<file path="config.mk">
export PLATFORM = sky130hd
export DESIGN_NAME = reset_sequencer
export DESIGN_NICKNAME = d
export VERILOG_FILES = /design/src/rtl/reset_sequencer.sv
export SDC_FILE = /design/constraint.sdc
export NUM_CORES = 1
export LEC_CHECK = 0
export BUFFER_PORTS_ARGS = -buffer_cell sky130_fd_sc_hd__buf_4
export CAP_MARGIN = 5
export CORE_MARGIN = 2
export CORE_UTILIZATION = 58
export CTS_CLUSTER_DIAMETER = 100
export DETAILED_ROUTE_END_ITERATION = 10
export HOLD_SLACK_MARGIN = 0.15
export PLACE_DENSITY = 0.89
export SLEW_MARGIN = 30
export SYNTH_ARGS = -nofsm -noshare
export SYNTH_HDL_FRONTEND = slang
export SYNTH_SLANG_ARGS = --single-unit
export TNS_END_PERCENT = 50
</file>
<file path="constraint.sdc">
create_clock -name clk_i -period 2.3 [get_ports clk_i]
set_input_delay 0.115 -clock clk_i [delete_from_list [all_inputs] [get_ports clk_i]]
set_output_delay 0.115 -clock clk_i [all_outputs]
set_load 0.03 [all_outputs]
</file>
<file path="src/rtl/reset_sequencer.sv">
// Board reset fan-out: holds NUM_DOMAINS resets low after POR, releases them in ascending
// staggered order, and re-runs the release on a software request or watchdog timeout.
module reset_sequencer #(
    parameter int unsigned NUM_DOMAINS    = 4,
    parameter int unsigned STABLE_CYCLES  = 16,
    parameter int unsigned STAGGER_CYCLES = 4,
    parameter int unsigned HOLD_CYCLES    = 8,
    parameter int unsigned WDT_CYCLES     = 1024
) (
    input  logic                   clk_i,
    input  logic                   rst_ni,
    input  logic                   soft_rst_req_i,
    input  logic                   wdt_en_i,
    input  logic                   wdt_kick_i,
    output logic [NUM_DOMAINS-1:0] rst_n_o,
    output logic                   done_o,
    output logic [1:0]             cause_o
);

    localparam int unsigned MAX_A   = (STABLE_CYCLES > HOLD_CYCLES) ? STABLE_CYCLES : HOLD_CYCLES;
    localparam int unsigned MAX_CNT = (MAX_A > STAGGER_CYCLES) ? MAX_A : STAGGER_CYCLES;
    localparam int unsigned CNT_W   = (MAX_CNT > 1) ? $clog2(MAX_CNT) : 1;
    localparam int unsigned IDX_W   = (NUM_DOMAINS > 1) ? $clog2(NUM_DOMAINS) : 1;
    localparam int unsigned WDT_W   = $clog2(WDT_CYCLES);

    localparam logic [1:0] CAUSE_POR  = 2'd0;
    localparam logic [1:0] CAUSE_SOFT = 2'd1;
    localparam logic [1:0] CAUSE_WDT  = 2'd2;

    typedef enum logic [1:0] {
        ST_STABILIZE,
        ST_RELEASE,
        ST_RUN,
        ST_HOLD
    } state_e;

    state_e                 state_q;
    logic [CNT_W-1:0]       cnt_q;
    logic [IDX_W-1:0]       idx_q;
    logic [WDT_W-1:0]       wdt_q;
    logic [NUM_DOMAINS-1:0] rst_n_q;
    logic                   done_q;
    logic [1:0]             cause_q;

    logic wdt_expire_d;
    logic first_release_d;
    logic stagger_tick_d;

    always_comb begin
        wdt_expire_d    = wdt_en_i && !wdt_kick_i && (wdt_q == WDT_W'(WDT_CYCLES - 1));
        first_release_d = ((state_q == ST_STABILIZE) && (cnt_q == CNT_W'(STABLE_CYCLES - 1))) ||
                          ((state_q == ST_HOLD)      && (cnt_q == CNT_W'(HOLD_CYCLES - 1)));
        stagger_tick_d  = (cnt_q == CNT_W'(STAGGER_CYCLES - 1));
    end

    always_ff @(posedge clk_i) begin
        if (!rst_ni) begin
            state_q <= ST_STABILIZE;
            cnt_q   <= '0;
            idx_q   <= '0;
            wdt_q   <= '0;
            rst_n_q <= '0;
            done_q  <= 1'b0;
            cause_q <= CAUSE_POR;
        end else begin
            case (state_q)
                // STABILIZE and HOLD differ only in their wait length
                ST_STABILIZE, ST_HOLD: begin
                    if (first_release_d) begin
                        cnt_q      <= '0;
                        rst_n_q[0] <= 1'b1;
                        if (NUM_DOMAINS == 1) begin
                            state_q <= ST_RUN;
                            done_q  <= 1'b1;
                            wdt_q   <= '0;
                        end else begin
                            state_q <= ST_RELEASE;
                            idx_q   <= IDX_W'(1);
                        end
                    end else begin
                        cnt_q <= cnt_q + 1'b1;
                    end
                end
                ST_RELEASE: begin
                    if (stagger_tick_d) begin
                        cnt_q          <= '0;
                        rst_n_q[idx_q] <= 1'b1;
                        if (idx_q == IDX_W'(NUM_DOMAINS - 1)) begin
                            state_q <= ST_RUN;
                            done_q  <= 1'b1;
                            wdt_q   <= '0;
                        end else begin
                            idx_q <= idx_q + 1'b1;
                        end
                    end else begin
                        cnt_q <= cnt_q + 1'b1;
                    end
                end
                ST_RUN: begin
                    if (soft_rst_req_i || wdt_expire_d) begin
                        state_q <= ST_HOLD;
                        cnt_q   <= '0;
                        idx_q   <= '0;
                        wdt_q   <= '0;
                        rst_n_q <= '0;
                        done_q  <= 1'b0;
                        cause_q <= soft_rst_req_i ? CAUSE_SOFT : CAUSE_WDT;
                    end else if (!wdt_en_i || wdt_kick_i) begin
                        wdt_q <= '0;
                    end else begin
                        wdt_q <= wdt_q + 1'b1;
                    end
                end
                default: state_q <= ST_STABILIZE;
            endcase
        end
    end

    assign rst_n_o = rst_n_q;
    assign done_o  = done_q;
    assign cause_o = cause_q;

endmodule
</file>
# ---- After elaboration in Yosys (flattened, before gate mapping)
# Cells that the tools add are included.
dict set report totals {
  ff_bits 25
  inputBits 5
  output_inout_bits 7
  wordCells 76
}
dict set report op_classes {
  n_addsub 3
  n_lt_le_gt_ge 2
  eq_ne 13
  n_mux 29
  bitwise 1
  n_reduce_logical 20
}
# cell count
set op_table {}
lappend op_table {{$mux W10} 4}
lappend op_table {{$pmux W10 S2} 1}
lappend op_table {{$mux W2} 8}
lappend op_table {{$mux W4} 4}
lappend op_table {{$pmux W2 S3} 2}
lappend op_table {{$pmux W4 S3} 1}
lappend op_table {{$reduce_and A4 Y1} 3}
lappend op_table {{$add A10 B1 Y10 const B} 1}
lappend op_table {{$eq A10 B10 Y1 const B} 1}
lappend op_table {{$ne A2 B2 Y1 const B} 5}
lappend op_table {{$reduce_and A3 Y1} 3}
lappend op_table {{$eq A2 B2 Y1 const B} 3}
lappend op_table {{$pmux W3 S2} 1}
lappend op_table {{$logic_and A1 B1 Y1} 5}
lappend op_table {{$mux W1} 5}
lappend op_table {{$add A4 B1 Y4 const B} 1}
lappend op_table {{$eq A4 B2 Y1 const B} 1}
lappend op_table {{$eq A4 B3 Y1 const B} 1}
lappend op_table {{$eq A4 B4 Y1 const B} 1}
lappend op_table {{$or A4 B4 Y4} 1}
lappend op_table {{$logic_or A1 B1 Y1} 3}
lappend op_table {{$lt A2 B3 Y1 const B} 1}
lappend op_table {{$pmux W1 S3} 1}
lappend op_table {{$add A2 B1 Y2 const B} 1}
lappend op_table {{other kinds (9)} 10}

# ---- Depth between registers and ports, before layout
# Gate-level depths: netlist of the first run.
dict set report depth {
  ltp_word 7
  mapped_depth 8
  mapped_depth_nobuf 6
}

# ---- Worst setup path before layout of the first run
# OpenSTA, ideal clock, no wires.
dict set report synth_timing {
  path_kind {register to register}
  start {register cnt_q[0]}
  end {register wdt_q[5]}
  setup_time_ns 0.072
  arrival_ns 1.870
  required_time_ns 2.228
  slack_ns 0.358
  stages_incl_launch_ff 7
  path_buffers 1
  period_less_slack_ns 1.942
  path_cell_list {dfxtp_1 -> ha_1 -> nor3b_4 -> a31oi_1 -> buf_2 -> or4_2 -> a21oi_1}
}
dict set report synth_between {
  elab_chain_len 3
}
# element line
set synth_lines {}
lappend synth_lines {{start: declaration} 38} ;# logic [CNT_W-1:0] cnt_q;
lappend synth_lines {{start signal: assignment} 81} ;# cnt_q <= cnt_q + 1'b1;
lappend synth_lines {{start signal: assignment} 96} ;# cnt_q <= cnt_q + 1'b1;
lappend synth_lines {{$eq A4 B2 Y1} 53} ;# stagger_tick_d = (cnt_q == CNT_W'(STAGGER_CYCLES - 1));
lappend synth_lines {{$ne A2 B2 Y1 (no line)} n/a}
lappend synth_lines {{$reduce_and A3 Y1 (no line)} n/a}
lappend synth_lines {{end signal: assignment} 111} ;# wdt_q <= wdt_q + 1'b1;
lappend synth_lines {{end: declaration} 40} ;# logic [WDT_W-1:0] wdt_q;
# Every way passes these cells.
# A chain may end at the register's enable or synchronous reset.

# ---- Final worst setup path of the first run
dict set report layout_timing {
  start {register state_q[0]}
  end {register wdt_q[5]}
}
dict set report layout_between {
  elab_chain_len 3
  word_cells_on_any_way 7
  cone_classes {eq/ne: 4; mux: 1; reduce/logical: 2}
}
# element line
set layout_lines {}
lappend layout_lines {{start: declaration} 37} ;# state_e state_q;
lappend layout_lines {{start signal: assignment} 58} ;# state_q <= ST_STABILIZE;
lappend layout_lines {{start signal: assignment} 73} ;# state_q <= ST_RUN;
lappend layout_lines {{start signal: assignment} 77} ;# state_q <= ST_RELEASE;
lappend layout_lines {{$eq A2 B1 Y1 / $eq A2 B2 Y1 (equally long branches)} 66} ;# case (state_q)
lappend layout_lines {{$ne A2 B2 Y1 (no line) / $reduce_bool A2 Y1 (equally long branches)} n/a}
lappend layout_lines {{$reduce_and A3 Y1 (no line)} n/a}
# Several ways; a longest one is shown, not always the timed one.

==> impl_metrics.yaml, run 1 <==
run_status:
  status: "finished clean"
power:
  seq_power_share_pct: 51.8
  power.share.clock_pct: 20.2
  ir_drop_mv: 0.4221
  power_uw: 957.6
  p_leak_nw: 0.6145
  pwr-share-comb_pct: 28.0
  power_density_nw_per_um2: 569.9
  power_switching_uw: 307.3
  swShare_pct: 32.09
  internal_power_uw: 650.3
setup_path:
  cp.required_ns: 2.55
  cp-start-kind: "register"
  crit_path_end_kind: "register"
  worst_ep_arrival_time_ns: 2.40
  path_max_fanout: 20
  r2r_start: "state_q[0]"
  critPathBufInv: 2
  cp_slowest_cell: "or4_2"
  critPathLaunch: "state_q[0]"
  path_delay_family: "simple AND/OR/NAND/NOR gates"
  cp_slowest_stage_delay_ns: 0.64
  reg2reg_depth: 7
  crit_type: "register to register"
  r2r-end: "wdt_q[5]"
  cp.depth: 7
  crit_chain: "inv_1 -> ha_2 -> nor2b_1 -> a31oi_1 -> buf_12 -> or4_2 -> a21oi_1"
  rrSetupSlack_ns: 0.16
  cp-endpoint: "wdt_q[5]"
global_route:
  grt.overflow.total: 0
  track_usage_pct: 25.96
  antenna_found_initial: 0
  grt_max_degree: 21
  grt_pass1_wl_um: 5575
  grt_pass1_vias: 1213
die:
  ios: 12
  fp-row-count: 18
  die_w_um: 54.58
  die_y_um: 54.58
  initial_core_util_pct: 60.45
  dieArea_um2: 2979
  core-area_um2: 2455
route:
  dr_wl_met2_um: 1770
  wl_met1_um: 1412
  drc: 0
  wl_per_cell_um: 15.96
  highest_layer: "met4"
  ant_nets: 0
  wl_met3_um: 107
  drtIter0Drc: 36
  finalWirelength_um: 3367
  routed_via_density: 6.460
  drt_pre_antenna_iters: 4
  vias: 1363
logic_synthesis:
  yosysWarnings: 0
  ys_ff_latch: 25
  synthArstFlopShare_pct: 0
  synth_top_flop_cell: "dfxtp_1"
  synth.distinct_cells: 53
  syn_avg_cell_area_um2: 8.993
  syn_nets: 181
  postSynthCellCount: 165
  synth_edf_count: 0
  synth-seq-area-share_pct: 33.73
  synth_area_um2: 1484
timing:
  post-route-period-util_pct: 93.26
  rsz0062_at_grt: "false"
  fin_crit_ns: 2.145
  tightest_slew_ns: 0.5888
  setup_viol: 0
  slew_headroom_pct: 60.75
  hold_viol_final: 0
  fin_tns_setup_ns: 0
  skew_ns: 0.003093
  fmax_ghz: 0.4662
  drv_slew: 0
clock_tree:
  clk_pin_slew_worst_paths_ns: 0.13
  clock_path_buffers: 2
  insertion_delay_ns: 0.31
  tritoncts: "done"
  clock-sinks: 25
  numCtsBuffers: 3
  htreeDepth: 1
  cts-root-buf: "clkbuf_4"
final_layout:
  diodes: 0
  synthToLayoutAreaGrowth_pct: 13.24
  nets: 198
  drive_gt1_share_pct: 20.44
place:
  place_congestion: 0.7858
  dp_hpwl_um: 2370
  io_buffers: 11
flow_run:
  max-cap-violations: 0
min_path:
  hold_path_class: "primary input to register"
worst min-delay path, delay by kind of cell:
| family | cells | cell delay (ns) |
|---|---|---|
| AOI/OAI and AO/OA | 2 | 0.17 |
| and+or+nand+nor | 2 | 0.12 |
| buffers and inverters | 1 | 0.10 |
worst min path at each step:
stage                   startpoint         end  slack, ns  cells after the start
floorplan                   rst_ni  cause_o[1]       0.27                      2
global placement    soft_rst_req_i  cause_o[1]       0.43                      3
detailed placement      cause_o[1]  cause_o[1]       0.46                      2
CTS                     wdt_kick_i    wdt_q[4]       0.21                      5
global route            wdt_kick_i    wdt_q[4]       0.20                      5
finish                  wdt_kick_i    wdt_q[4]       0.22                      5
what timing repair did:
action,CTS,global route
endpoints found under the setup margin,0,2
setup buffers,0,0
resized for setup,0,2
hold buffers,2,0
endpoints found under the hold margin,7,0
cell usage in the layout (no fill, tap or decap), types with 2 or more instances in the layout:
cell / instances
ha_1: 10
nor2b_1: 2
and3_1: 3
a41oi_1: 3
clkbuf_4: 3
inv_1: 7
nand3b_1: 3
a31oi_1: 3
or4_1: 8
dlygate4sd3_1: 2
dfxtp_1: 25
o31ai_1: 6
o21ai_0: 4
nand3_1: 4
a31o_2: 3
a21oi_1: 12
nand2b_1: 2
mux2i_1: 3
or4_2: 2
nand2_1: 19
nand4_1: 2
nor2_1: 6
buf_4: 16
power by group through the flow:
stage / clock network (mW) / registers (mW) / logic (mW)
6_report: 0.194 / 0.496 / 0.268
5_1_grt: 0.215 / 0.500 / 0.298
4_1_cts: 0.204 / 0.495 / 0.264
3_5_place_dp: 0 / 0.505 / 0.259
3_3_place_gp: 0 / 0.501 / 0.249
2_1_floorplan: 0 / 0.508 / 0.179
cell type report:
type                            instances  area (um2)
Clock buffer                            4       26.28
Fill cell                             203       774.5
Inverter                                7       26.28
Multi-Input combinational cell        126       929.6
Sequential cell                        25       500.5
Tap cell                               30       37.54
Timing Repair Buffer                   19       160.2
cells in the mapped netlist (2+ instances only):
cell	instances	share of area, %
dfxtp_1	25	34
nor2b_1	2	0.84
clkbuf_1	4	1.0
nand4_1	2	0.84
o21ai_0	4	1.3
buf_2	2	0.67
or4_1	8	4.0
nand3_1	4	1.3
a41oi_1	3	1.8
a31oi_1	3	1.3
mux2i_1	3	2.0
a31o_2	3	1.8
nand3b_1	3	1.5
nand2b_1	2	0.84
or4_2	2	1.2
ha_1	11	9.3
a21oi_1	12	4.0
nand2_1	19	4.8
o31ai_1	6	3.0
nor2_1	6	1.5
inv_1	7	1.8
and3_1	3	1.3
per-stage QoR:
step	utilization [%]	setup slack [ns]	hold WS, ns	area [um2]	cells
global placement	66.21	0.3020	0.4255	1625	205
finish	68.45	0.1550	0.2172	1680	211
floorplan	-	0.3584	0.2664	1484	165
CTS	68.09	0.1330	0.2113	1672	211
global route	68.45	0.05858	0.1982	1680	211
detailed placement	66.21	0.1913	0.4580	1625	205
state kept, by name, summed over array words and instances, names as in the netlist:
name and cells:
wdt_q 10, cause_o 2, cnt_q 4, rst_n_o 4, state_q 2, idx_q 2, done_o 1
per-layer routing:
metal  up-vias  global-route usage (%)
met5         -                       0
li1        664                       -
met4         0                   12.50
met3         8                   2.732
met2        32                   44.44
met1       659                   32.10
cells by family after synthesis:
family                   after synthesis  synth area share [%]
AO/OA/AOI/OAI                         47                 23.53
adder cells (fa/ha/maj)               11                 9.275
buffers and inverters                 14                 4.216
flip-flops                            25                 33.73
multiplexers                           4                 2.782
AND/OR/NAND/NOR                       64                 26.48
Power figures use the tool's default switching activity.
==> run 2, diff against run 1 <==
--- a/config.mk
+++ b/config.mk
@@ -11,8 +11,8 @@
 export CORE_UTILIZATION = 58
 export CTS_CLUSTER_DIAMETER = 100
 export DETAILED_ROUTE_END_ITERATION = 10
-export HOLD_SLACK_MARGIN = 0.15
-export PLACE_DENSITY = 0.89
+export HOLD_SLACK_MARGIN = 0.08
+export PLACE_DENSITY_LB_ADDON = 0.25
 export SLEW_MARGIN = 30
 export SYNTH_ARGS = -nofsm -noshare
 export SYNTH_HDL_FRONTEND = slang
==> impl_metrics.yaml, run 2 (same netlist as run 1, synthesis figures left out) <==
final_layout:
  multi_input_area_um2: 927.1
  layout.filler_cells: 214
  nets: 197
  largest_reg_flops: 10
  utilization_pct: 67.33
  regArea_um2: 500.5
  final_common_cell: "dfxtp_1"
  largest_register: "wdt_q"
  synthToLayoutAreaGrowth_pct: 11.38
  layout_common_cells: "25 x dfxtp_1, 19 x nand2_1, 18 x buf_4, 12 x a21oi_1, 11 x ha_1"
  diodes: 0
  drive_gt1_share_pct: 20.56
min_path:
  hold_path_class: "primary input to register"
setup_path:
  crit_path_end_kind: "register"
  cp_slowest_cell: "or4_2"
  critPathBufInv: 2
  cp.required_ns: 2.56
  worst_ep_arrival_time_ns: 2.40
  cp_slowest_stage_delay_ns: 0.64
  crit_type: "register to register"
  crit_chain: "inv_1 -> ha_1 -> nor2b_1 -> a31oi_1 -> buf_4 -> or4_2 -> a21oi_1"
  path_max_fanout: 20
  rrSetupSlack_ns: 0.17
  cp-start-kind: "register"
  path_delay_family: "simple AND/OR/NAND/NOR gates"
route:
  drtIter0Drc: 40
  wl_per_cell_um: 15.73
  drt_pre_antenna_iters: 4
  routed_via_density: 6.319
  drc: 0
  vias: 1327
  ant_nets: 0
  finalWirelength_um: 3303
power:
  p_leak_nw: 0.6063
  power_density_nw_per_um2: 577.0
  ir_drop_mv: 0.5391
  power_uw: 953.7
clock_tree:
  cts-root-buf: "clkbuf_4"
  clock-sinks: 25
  numCtsBuffers: 3
  clock_path_buffers: 2
  clk_pin_slew_worst_paths_ns: 0.14
  tritoncts: "done"
  htreeDepth: 1
  insertion_delay_ns: 0.32
die:
  initial_core_util_pct: 60.45
  dieArea_um2: 2979
  die_y_um: 54.58
  core-area_um2: 2455
  die_w_um: 54.58
  fp-row-count: 18
  ios: 12
timing:
  rsz0062_at_grt: "false"
  hold_viol_final: 0
  drv_slew: 0
  tightest_slew_ns: 0.6369
  setup_viol: 0
  post-route-period-util_pct: 92.82
  fin_crit_ns: 2.135
  fin_tns_setup_ns: 0
  skew_ns: 0.006215
  fmax_ghz: 0.4684
  slew_headroom_pct: 57.54
global_route:
  grt.overflow.total: 0
  grt_pass1_vias: 1310
  track_usage_pct: 24.76
  antenna_found_initial: 0
  grt_pass1_wl_um: 5395
  grt_max_degree: 21
place:
  dp_hpwl_um: 2479
  io_buffers: 11
  place_congestion: 0.8130
run_status:
  status: "finished clean"
flow_run:
  max-cap-violations: 0
run 2: repair_timing:
item                       4_1_cts  5_1_grt
gates resized for setup          0        1
hold buffers                     0        0
buffers inserted                 0        0
setup endpoints to repair        0        1
run 2: tightest hold or removal path, stage by stage:
cell and delay (ns):
buf_4 0.11, nand2b_1 0.09, mux2i_1 0.07
run 2: layout make-up:
cell class,count,area share (%)
multi-input cells,126,56.09
flip-flops and latches,25,30.28
repair buffers,18,8.176
well taps,30,2.271
clock buffers,4,1.590
inverters,7,1.590
run 2: worst paths after layout:
path | cells past startpoint | end | startpoint
max | 7 | wdt_q[5] | state_q[0]
min | 3 | cause_o[1] | soft_rst_req_i
max reg2reg | 7 | wdt_q[5] | state_q[0]
min reg2reg | 2 | wdt_q[8] | wdt_q[8]
run 2: metrics by stage:
| stage | instance area (um2) | std cells | hold WS [ns] | setup slack [ns] |
|---|---|---|---|---|
| 2_1_floorplan | 1484 | 165 | 0.2664 | 0.3584 |
| 3_5_place_dp | 1620 | 206 | 0.4442 | 0.2005 |
| 6_report | 1653 | 210 | 0.1070 | 0.1651 |
| 5_1_grt | 1653 | 210 | 0.1195 | 0.01514 |
| 3_3_place_gp | 1620 | 206 | 0.4196 | 0.3006 |
| 4_1_cts | 1647 | 210 | 0.09233 | 0.1715 |
run 2: per-layer routing:
layer / routed length (um) / track usage, % / vias up
li1: - / - / 667
met1: 1491 / 28.24 / 635
met2: 1712 / 45.63 / 19
met3: 60 / 3.005 / 6
met4: 38 / 10.42 / 0
met5: 0 / 0 / -
run 2: report_power, final:
| part | switching (mW) | internal (mW) |
|---|---|---|
| registers | 0.0311 | 0.463 |
| clock network | 0.131 | 0.0678 |
| logic | 0.146 | 0.115 |
| total | 0.308 | 0.646 |
